===== config.mk =====
export PLATFORM = sky130hd
export DESIGN_NAME = exec_unit_mc
export DESIGN_NICKNAME = d
export VERILOG_FILES = /design/src/rtl/exec_unit_mc.sv
export SDC_FILE = /design/constraint.sdc
export NUM_CORES = 2
export LEC_CHECK = 0
export CORE_ASPECT_RATIO = 1.2
export CORE_UTILIZATION = 55
export DETAILED_ROUTE_END_ITERATION = 8
export GPL_TIMING_DRIVEN = 0
export PLACE_DENSITY = 0.83
export SLEW_MARGIN = 20
export SYNTH_ARGS = -nofsm -noshare
export SYNTH_HDL_FRONTEND = slang
export SYNTH_SLANG_ARGS = --single-unit

===== constraint.sdc =====
create_clock -name Clk -period 10.3 [get_ports Clk]
set_input_delay 1.03 -clock Clk [delete_from_list [all_inputs] [get_ports Clk]]
set_output_delay 1.03 -clock Clk [all_outputs]
set_load 0.1 [all_outputs]

===== src/rtl/exec_unit_mc.sv =====
// Execute unit: single-cycle ALU ops plus unsigned DIV/MOD (iterative divider built only with EXEC_UNIT_DIV_EN).
// Latency: 1 cycle for single-cycle ops, XLEN+1 cycles for DIV/MOD; branch redirect is combinational.
// Backpressure: one output register; in_ready drops while it is held or a division is in flight.
module exec_unit_mc #(
    parameter int XLEN = 32,
    parameter int PCW  = 32
) (
    input  logic            Clk,
    input  logic            Rst,
    input  logic            in_valid,
    output logic            in_ready,
    input  logic [3:0]      in_op,
    input  logic [XLEN-1:0] in_a,
    input  logic [XLEN-1:0] in_b,
    input  logic [PCW-1:0]  in_pc,
    input  logic [PCW-1:0]  in_br_pc,
    input  logic [2:0]      in_br,
    input  logic            flush,
    output logic            out_valid,
    input  logic            out_ready,
    output logic [XLEN-1:0] out_result,
    output logic [PCW-1:0]  out_pc,
    output logic            br_taken,
    output logic [PCW-1:0]  br_pc,
    output logic            busy
);
    localparam int SHW = $clog2(XLEN);

    localparam logic [3:0] OP_ADD = 4'd0;
    localparam logic [3:0] OP_SUB = 4'd1;
    localparam logic [3:0] OP_CMP = 4'd2;
    localparam logic [3:0] OP_MUL = 4'd3;
    localparam logic [3:0] OP_DIV = 4'd4;
    localparam logic [3:0] OP_MOD = 4'd5;
    localparam logic [3:0] OP_LSL = 4'd6;
    localparam logic [3:0] OP_LSR = 4'd7;
    localparam logic [3:0] OP_ASR = 4'd8;
    localparam logic [3:0] OP_OR  = 4'd9;
    localparam logic [3:0] OP_AND = 4'd10;
    localparam logic [3:0] OP_NOT = 4'd11;
    localparam logic [3:0] OP_MOV = 4'd12;

    typedef enum logic [1:0] {S_IDLE, S_DIV, S_DONE} state_t;

    typedef struct packed {
        logic [XLEN-1:0] result;
        logic [PCW-1:0]  pc;
    } res_t;

    state_t          state, state_n;
    res_t            out_q, div_res;
    logic            out_valid_q;
    logic            gt_q, et_q;
    logic            out_free, accept, op_is_div, div_ld;
    logic [SHW-1:0]  shamt;
    logic [XLEN-1:0] alu_y;

    assign out_free = !out_valid_q || out_ready;
    assign in_ready = Rst && !flush && (state == S_IDLE) && out_free;
    assign accept   = in_valid && in_ready;

    assign br_taken = accept && (in_br[2] || (in_br[1] && gt_q) || (in_br[0] && et_q));
    assign br_pc    = accept ? in_br_pc : '0;

    assign out_valid  = out_valid_q;
    assign out_result = out_q.result;
    assign out_pc     = out_q.pc;

    assign shamt = in_b[SHW-1:0];

    always_comb begin
        alu_y = '0;
        case (in_op)
            OP_ADD:         alu_y = in_a + in_b;
            OP_SUB:         alu_y = in_a - in_b;
            OP_MUL:         alu_y = in_a * in_b;
            OP_DIV, OP_MOD: alu_y = '0;
            OP_LSL:         alu_y = in_a << shamt;
            OP_LSR:         alu_y = in_a >> shamt;
            OP_ASR:         alu_y = $signed(in_a) >>> shamt;
            OP_OR:          alu_y = in_a | in_b;
            OP_AND:         alu_y = in_a & in_b;
            OP_NOT:         alu_y = ~in_b;
            OP_MOV:         alu_y = in_b;
            default:        alu_y = '0;
        endcase
    end

`ifdef EXEC_UNIT_DIV_EN
    localparam logic [SHW-1:0] LAST_ITER = SHW'(XLEN - 1);

    logic [XLEN-1:0] rem_q, quo_q, dvs_q;
    logic [SHW-1:0]  cnt_q;
    logic            mod_q;
    logic [PCW-1:0]  dpc_q;
    logic [XLEN:0]   rem_sh, diff;

    assign op_is_div = (in_op == OP_DIV) || (in_op == OP_MOD);
    assign busy      = Rst && (state != S_IDLE);

    // Restoring step: shift in the next dividend bit, keep the difference if it did not go negative.
    assign rem_sh = {rem_q, quo_q[XLEN-1]};
    assign diff   = rem_sh - {1'b0, dvs_q};

    always_ff @(posedge Clk) begin
        if (!Rst || flush) begin
            rem_q <= '0;
            quo_q <= '0;
            dvs_q <= '0;
            cnt_q <= '0;
            mod_q <= 1'b0;
            dpc_q <= '0;
        end else if (accept && op_is_div) begin
            rem_q <= '0;
            quo_q <= in_a;
            dvs_q <= in_b;
            cnt_q <= '0;
            mod_q <= (in_op == OP_MOD);
            dpc_q <= in_pc;
        end else if (state == S_DIV) begin
            cnt_q <= cnt_q + 1'b1;
            if (diff[XLEN]) begin
                rem_q <= rem_sh[XLEN-1:0];
                quo_q <= {quo_q[XLEN-2:0], 1'b0};
            end else begin
                rem_q <= diff[XLEN-1:0];
                quo_q <= {quo_q[XLEN-2:0], 1'b1};
            end
        end
    end

    always_comb begin
        div_res.result = mod_q ? rem_q : quo_q;
        div_res.pc     = dpc_q;
    end

    always_comb begin
        state_n = state;
        div_ld  = 1'b0;
        case (state)
            S_IDLE: if (accept && op_is_div) state_n = S_DIV;
            S_DIV:  if (cnt_q == LAST_ITER) state_n = S_DONE;
            S_DONE: begin
                if (out_free) begin
                    state_n = S_IDLE;
                    div_ld  = 1'b1;
                end
            end
            default: state_n = S_IDLE;
        endcase
        if (flush) begin
            state_n = S_IDLE;
            div_ld  = 1'b0;
        end
    end
`else
    // DIV/MOD fall through the ALU as single-cycle ops returning zero.
    assign op_is_div = 1'b0;
    assign busy      = 1'b0;

    always_comb begin
        div_res = '0;
        state_n = S_IDLE;
        div_ld  = 1'b0;
    end
`endif

    always_ff @(posedge Clk) begin
        if (!Rst) begin
            state <= S_IDLE;
        end else begin
            state <= state_n;
        end
    end

    always_ff @(posedge Clk) begin
        if (!Rst) begin
            out_valid_q <= 1'b0;
            out_q       <= '0;
            gt_q        <= 1'b0;
            et_q        <= 1'b0;
        end else begin
            if (accept && (in_op == OP_CMP)) begin
                gt_q <= $signed(in_a) > $signed(in_b);
                et_q <= (in_a == in_b);
            end
            if (flush) begin
                out_valid_q <= 1'b0;
            end else if (accept && !op_is_div) begin
                out_valid_q   <= 1'b1;
                out_q.result  <= alu_y;
                out_q.pc      <= in_pc;
            end else if (div_ld) begin
                out_valid_q <= 1'b1;
                out_q       <= div_res;
            end else if (out_ready) begin
                out_valid_q <= 1'b0;
            end
        end
    end
endmodule

After elaboration in Yosys (flattened, before gate mapping)
Cells that the tools add are included.
{"block": "word_totals", "ff_bits": 67, "output_inout_bits": 100, "wordCells": 48, "in_bits": 140}
{"block": "op_classes", "eq_ne": 11, "n_lt_le_gt_ge": 1, "bitwise_logic": 5, "addsub": 2, "multipliers": 1, "shifts": 3, "n_reduce_logical": 16, "mux": 4}
{"cell": "32-bit case mux with 10 select lines", "count": 1}
{"cell": "32-bit adder", "count": 1}
{"cell": "32-bit AND", "count": 1}
{"cell": "32-bit equality test", "count": 1}
{"cell": "32-bit > comparator", "count": 1}
{"cell": "32-bit by 32-bit multiplier with 32-bit output", "count": 1}
{"cell": "32-bit two-way mux", "count": 1}
{"cell": "32-bit inverter", "count": 1}
{"cell": "32-bit bitwise OR", "count": 1}
{"cell": "32-bit by 5-bit << shifter with 32-bit output", "count": 1}
{"cell": "32-bit by 5-bit right shift with 32-bit output", "count": 1}
{"cell": "32-bit by 5-bit >>> shifter with 32-bit output", "count": 1}
{"cell": "32-bit subtractor", "count": 1}
{"cell": "4-bit equality test (second input constant)", "count": 5}
{"cell": "4-bit by 2-bit equality test with 1-bit output (second input constant)", "count": 2}
{"cell": "4-bit by 3-bit equality test with 1-bit output (second input constant)", "count": 2}
{"cell": "1-bit logical AND", "count": 7}
{"cell": "4-bit by 1-bit equality test with 1-bit output (second input constant)", "count": 1}
{"cell": "4-bit logical NOT", "count": 1}
{"cell": "1-bit logical OR", "count": 3}
{"cell": "1-bit logical NOT", "count": 2}
{"cell": "1-bit two-way mux", "count": 2}
{"cell": "1-bit inverter", "count": 2}
{"cell": "2-bit AND reduction", "count": 1}
{"cell": "other kinds (2)", "count": 2}

Logic depth before layout (Yosys ltp)
{"block": "depth", "ltp_word": 5, "mapped_depth": 32, "mapped_depth_nobuf": 28}

Least setup slack after synthesis
No wires, ideal clock.
{"block": "synth_path", "path_kind": "input to register", "from": "input in_b[2]", "to": "register out_q (netlist bit out_result[31])", "n_path_buf": 5, "setup_slack_ns": 1.627, "t_arrival_ns": 8.527, "setup_time_ns": 0.146, "path_stages": 30, "required_time_ns": 10.154, "cell_sequence": "buf_2 clkinv_1 buf_1 clkbuf_1 buf_1 nor2_1 fa_1 inv_1 fa_1 fa_1 fa_1 inv_1 fa_1 inv_1 fa_1 inv_1 fa_1 fa_1 ha_1 clkbuf_1 o21ai_1 a22oi_1 a21o_1 a31oi_1 o31ai_1 nand4_1 nand2_1 xnor2_1 a2111oi_0 a221oi_2"}
{"block": "synth_via", "elab_chain_len": 2, "elab_cells_between_ends": 7, "classes_between": "add/sub: 2; mul: 1; shift: 3; mux: 1"}
{"item": "start: declaration", "line": "14", "source": "input logic [XLEN-1:0] in_b,"}
{"item": "32-bit by 32-bit multiplier with 32-bit output, or another cell as far along", "line": "76", "source": "OP_MUL: alu_y = in_a * in_b;"}
{"item": "32-bit case mux with 10 select lines (*)", "line": "73", "source": "case (in_op)"}
{"item": "end signal: assignment", "line": "195", "source": "out_q <= div_res;"}
{"item": "end: declaration", "line": "51", "source": "res_t out_q, div_res;"}
Mark *: on every way between the ends. The rest lies on a longest branch, timed or not.
A chain may end at the register's enable or synchronous reset.

Worst setup path after layout
{"block": "layout_path", "from": "input in_a[4]", "to": "register out_q (netlist bit out_result[30])"}
{"block": "layout_via", "elab_chain_len": 2, "elab_cells_between_ends": 7, "classes_between": "add/sub: 2; mul: 1; shift: 3; mux: 1"}
{"item": "start: declaration", "line": "13", "source": "input logic [XLEN-1:0] in_a,"}
{"item": "32-bit by 32-bit multiplier with 32-bit output, or another cell as far along", "line": "76"}
{"item": "32-bit case mux with 10 select lines (*)", "line": "73"}
Marked as above.

==> results.sh <==
export IMPL_status="finished, violations left"
export IMPL_violations="setup timing"
export IMPL_critPathCaptureType="flop"
export IMPL_gr_usage_met3_pct=27.6
export IMPL_cpMaxStageDelayCell="clkdlybuf4s50_1"
export IMPL_place_hpwl_um=111000
export IMPL_synthToLayoutAreaGrowth_pct=14.0
export IMPL_placed_cells=4150
export IMPL_cts_root_buf="clkbuf_16"
export IMPL_tightest_slew_ps=1170
export IMPL_hp_class="reg -> reg"
export IMPL_cts_path_max_buffers=2
export IMPL_critPathBufInv=10
export IMPL_finalHoldViolations=0
export IMPL_final_cell_count_no_fill=4162
export IMPL_required_ps=10540
export IMPL_htreeDepth=3
export IMPL_final_nets=4307
export IMPL_cp_common_cell="fa_1"
export IMPL_fin_area_mm2=0.0296
export IMPL_placed_cell_area_mm2=0.0292
export IMPL_cts_tree="yes"
export IMPL_ant_nets=0
export IMPL_wirelength_um=135000
export IMPL_gr_usage_met2_pct=81.9
export IMPL_num_rows=86
export IMPL_gr_total_overflow=0
export IMPL_grt_antenna_before_repair=9
export IMPL_slew_headroom_pct=21.4
export IMPL_cts_num_sinks=67
export IMPL_worstPathArrival_ps=10670
export IMPL_busiest_layer="met2"
export IMPL_start_util_pct=56.1
export IMPL_synthArstFlopShare_pct=0
export IMPL_grt_use_met1_pct=60.5
export IMPL_path_clk_slew_ps=50
export IMPL_syn_inst=3293
export IMPL_cp_top_family="adder cells"
export IMPL_maxSlewViolCount=0
export IMPL_ys_warn_count=0
export IMPL_ys_types=85
export IMPL_critical_path_class="in -> reg"
export IMPL_skew_ps=3.64
export IMPL_dieArea_mm2=0.0481
export IMPL_holdWs_ps=453
export IMPL_grt_usage_pct=56.5
export IMPL_grt_pass1_vias=28500
export IMPL_drt_first_pass_iters=9
export IMPL_grt_max_degree=20
export IMPL_viasPerCell=6.81
export IMPL_syn_nets=4063
export IMPL_tritoncts_num_buffers=9
export IMPL_seq_area_frac_synth_pct=5.17
export IMPL_clk_latency_ps=340
export IMPL_gp_congestion=1.19
export IMPL_drive_gt1_share_pct=4.63
export IMPL_fin_crit_sh_pct=101
export IMPL_ios=240
export IMPL_min_period_ps=10430
export IMPL_finalSetupViolCount=5
export IMPL_synth_enable_flop_cells=0
export IMPL_synth_seq_cells=67
export IMPL_rsz0062_at_grt="false"
export IMPL_fmax_mhz=95.9
export IMPL_yosysTopAreaCell="fa_1"
export IMPL_wl_per_cell_um=32.4
export IMPL_dr_total_vias=28300
export IMPL_numPortBuffers=238
export IMPL_die_x_um=200
export IMPL_slowest_delay_ps=890
export IMPL_fp_dieH_um=240
export IMPL_synth_area_mm2=0.0260
export IMPL_cp_max_fo=12
export IMPL_drtIter0Drc=3729
export IMPL_crit_path_start_kind="input port"
export IMPL_grt_pass1_wl_um=193000
export IMPL_postCtsHoldBufs=0
export IMPL_cap_violations=0
export IMPL_synth_main_ff_cell="dfxtp_1"
export IMPL_layout_setup_ws_ps=-132
export IMPL_avgSynthCellArea_um2=7.88
export IMPL_synthDominantCellAreaShare_pct=31.6
export IMPL_synth_top_cells_by_area="fa_1, ha_1, nor2_1"
export IMPL_drc=0
export IMPL_core_area_mm2=0.0463
export IMPL_tns_ps=-376
## through the flow
stage / worst slack [ps] / utilization [%]
after floorplan: 1630 / -
after global placement: -1980 / 62.9
after detailed placement: -1970 / 63.0
after CTS: 29.9 / 63.9
after global routing: 1.49 / 63.9
final: -132 / 63.9
## cells in the final DEF, fill, tap and decap left out, drive strengths merged, types with 13 or more instances in the layout
| master | count |
|---|---|
| mux2i | 40 |
| ha | 220 |
| a21o | 26 |
| clkdlybuf4s50 | 227 |
| dfxtp | 67 |
| fa | 410 |
| o21bai | 13 |
| o221ai | 18 |
| a31oi | 20 |
| nor3 | 54 |
| xor2 | 26 |
| and3 | 46 |
| nand2b | 19 |
| nand3 | 23 |
| o2111ai | 14 |
| buf | 57 |
| a21oi | 182 |
| mux4 | 50 |
| nor2 | 510 |
| a211oi | 25 |
| clkbuf | 179 |
| a221oi | 34 |
| or3 | 15 |
| xnor2 | 82 |
| nand2 | 382 |
| nor2b | 13 |
| inv | 462 |
| o21ai | 124 |
| o211ai | 23 |
## worst min-delay path, stage by stage (launching register included)
cell and delay (ps):
dfxtp_1 300, nand2_1 50, a21oi_1 50
## metal layers
metal  wire length, um  share of wire [%]  vias to the layer above
met5               241               0.18                        -
met4             15800                 12                       16
met3             21400                 16                      933
met2             54600                 40                     2649
met1             43100                 32                    13500
li1                  -                  -                    11200
## cell usage after synthesis (all sizes together) (23+ instances only)
cell / n
a21oi: 182
o21ai: 124
mux2i: 40
xor2: 26
fa: 410
dfxtp: 67
nand2: 382
nand3: 23
o211ai: 23
buf: 68
clkbuf: 161
nor3: 54
a21o: 26
mux4: 50
ha: 220
inv: 461
xnor2: 82
and3: 46
a211oi: 25
a221oi: 34
nor2: 510
## registers in the layout (all words and copies together), names as in the netlist
signal	count
out_pc	32
out_result	32
gt_q	1
et_q	1
out_valid	1
## layout make-up
cell class	count	area, um^2
inverter	473	1790
tap	616	771
sequential	67	1340
buffer	221	945
clock inverter	4	97.6
antenna	4	10.0
multi-input combinational	2524	22000
clock buffer	12	246
timing repair buffer	241	2410
fill	4009	16700
## final timing paths
kind | from | endpoint | slack [ps] | cells after the start
worst min-delay path | out_pc[21] | out_pc[21] | 450 | 2
worst min register to register | out_pc[21] | out_pc[21] | 450 | 2
worst max-delay path | in_a[4] | out_result[30] | -130 | 29
worst max register to register | out_valid | out_result[26] | 6740 | 10
## what timing repair did
action,in CTS,in global routing
endpoints found under the setup margin,13,10
setup buffers,0,0
resized for setup,38,50
## kinds of logic (layout without fill, tap and decap cells)
| family | count (synthesis) | count (layout) | synth area share [%] |
|---|---|---|---|
| fa+ha+maj | 630 | 630 | 42.2 |
| xor+xnor | 108 | 108 | 3.64 |
| compound gates | 580 | 580 | 14.6 |
| mux | 95 | 95 | 6.10 |
| buf+inv | 702 | 951 | 10.4 |
| flops | 67 | 67 | 5.17 |
| other cells | 1 | 5 | 0.0144 |
| simple gates | 1110 | 1110 | 17.9 |
Power is not shown: default switching activity piles up to over one toggle a cycle in this logic, so the estimate is an artifact.
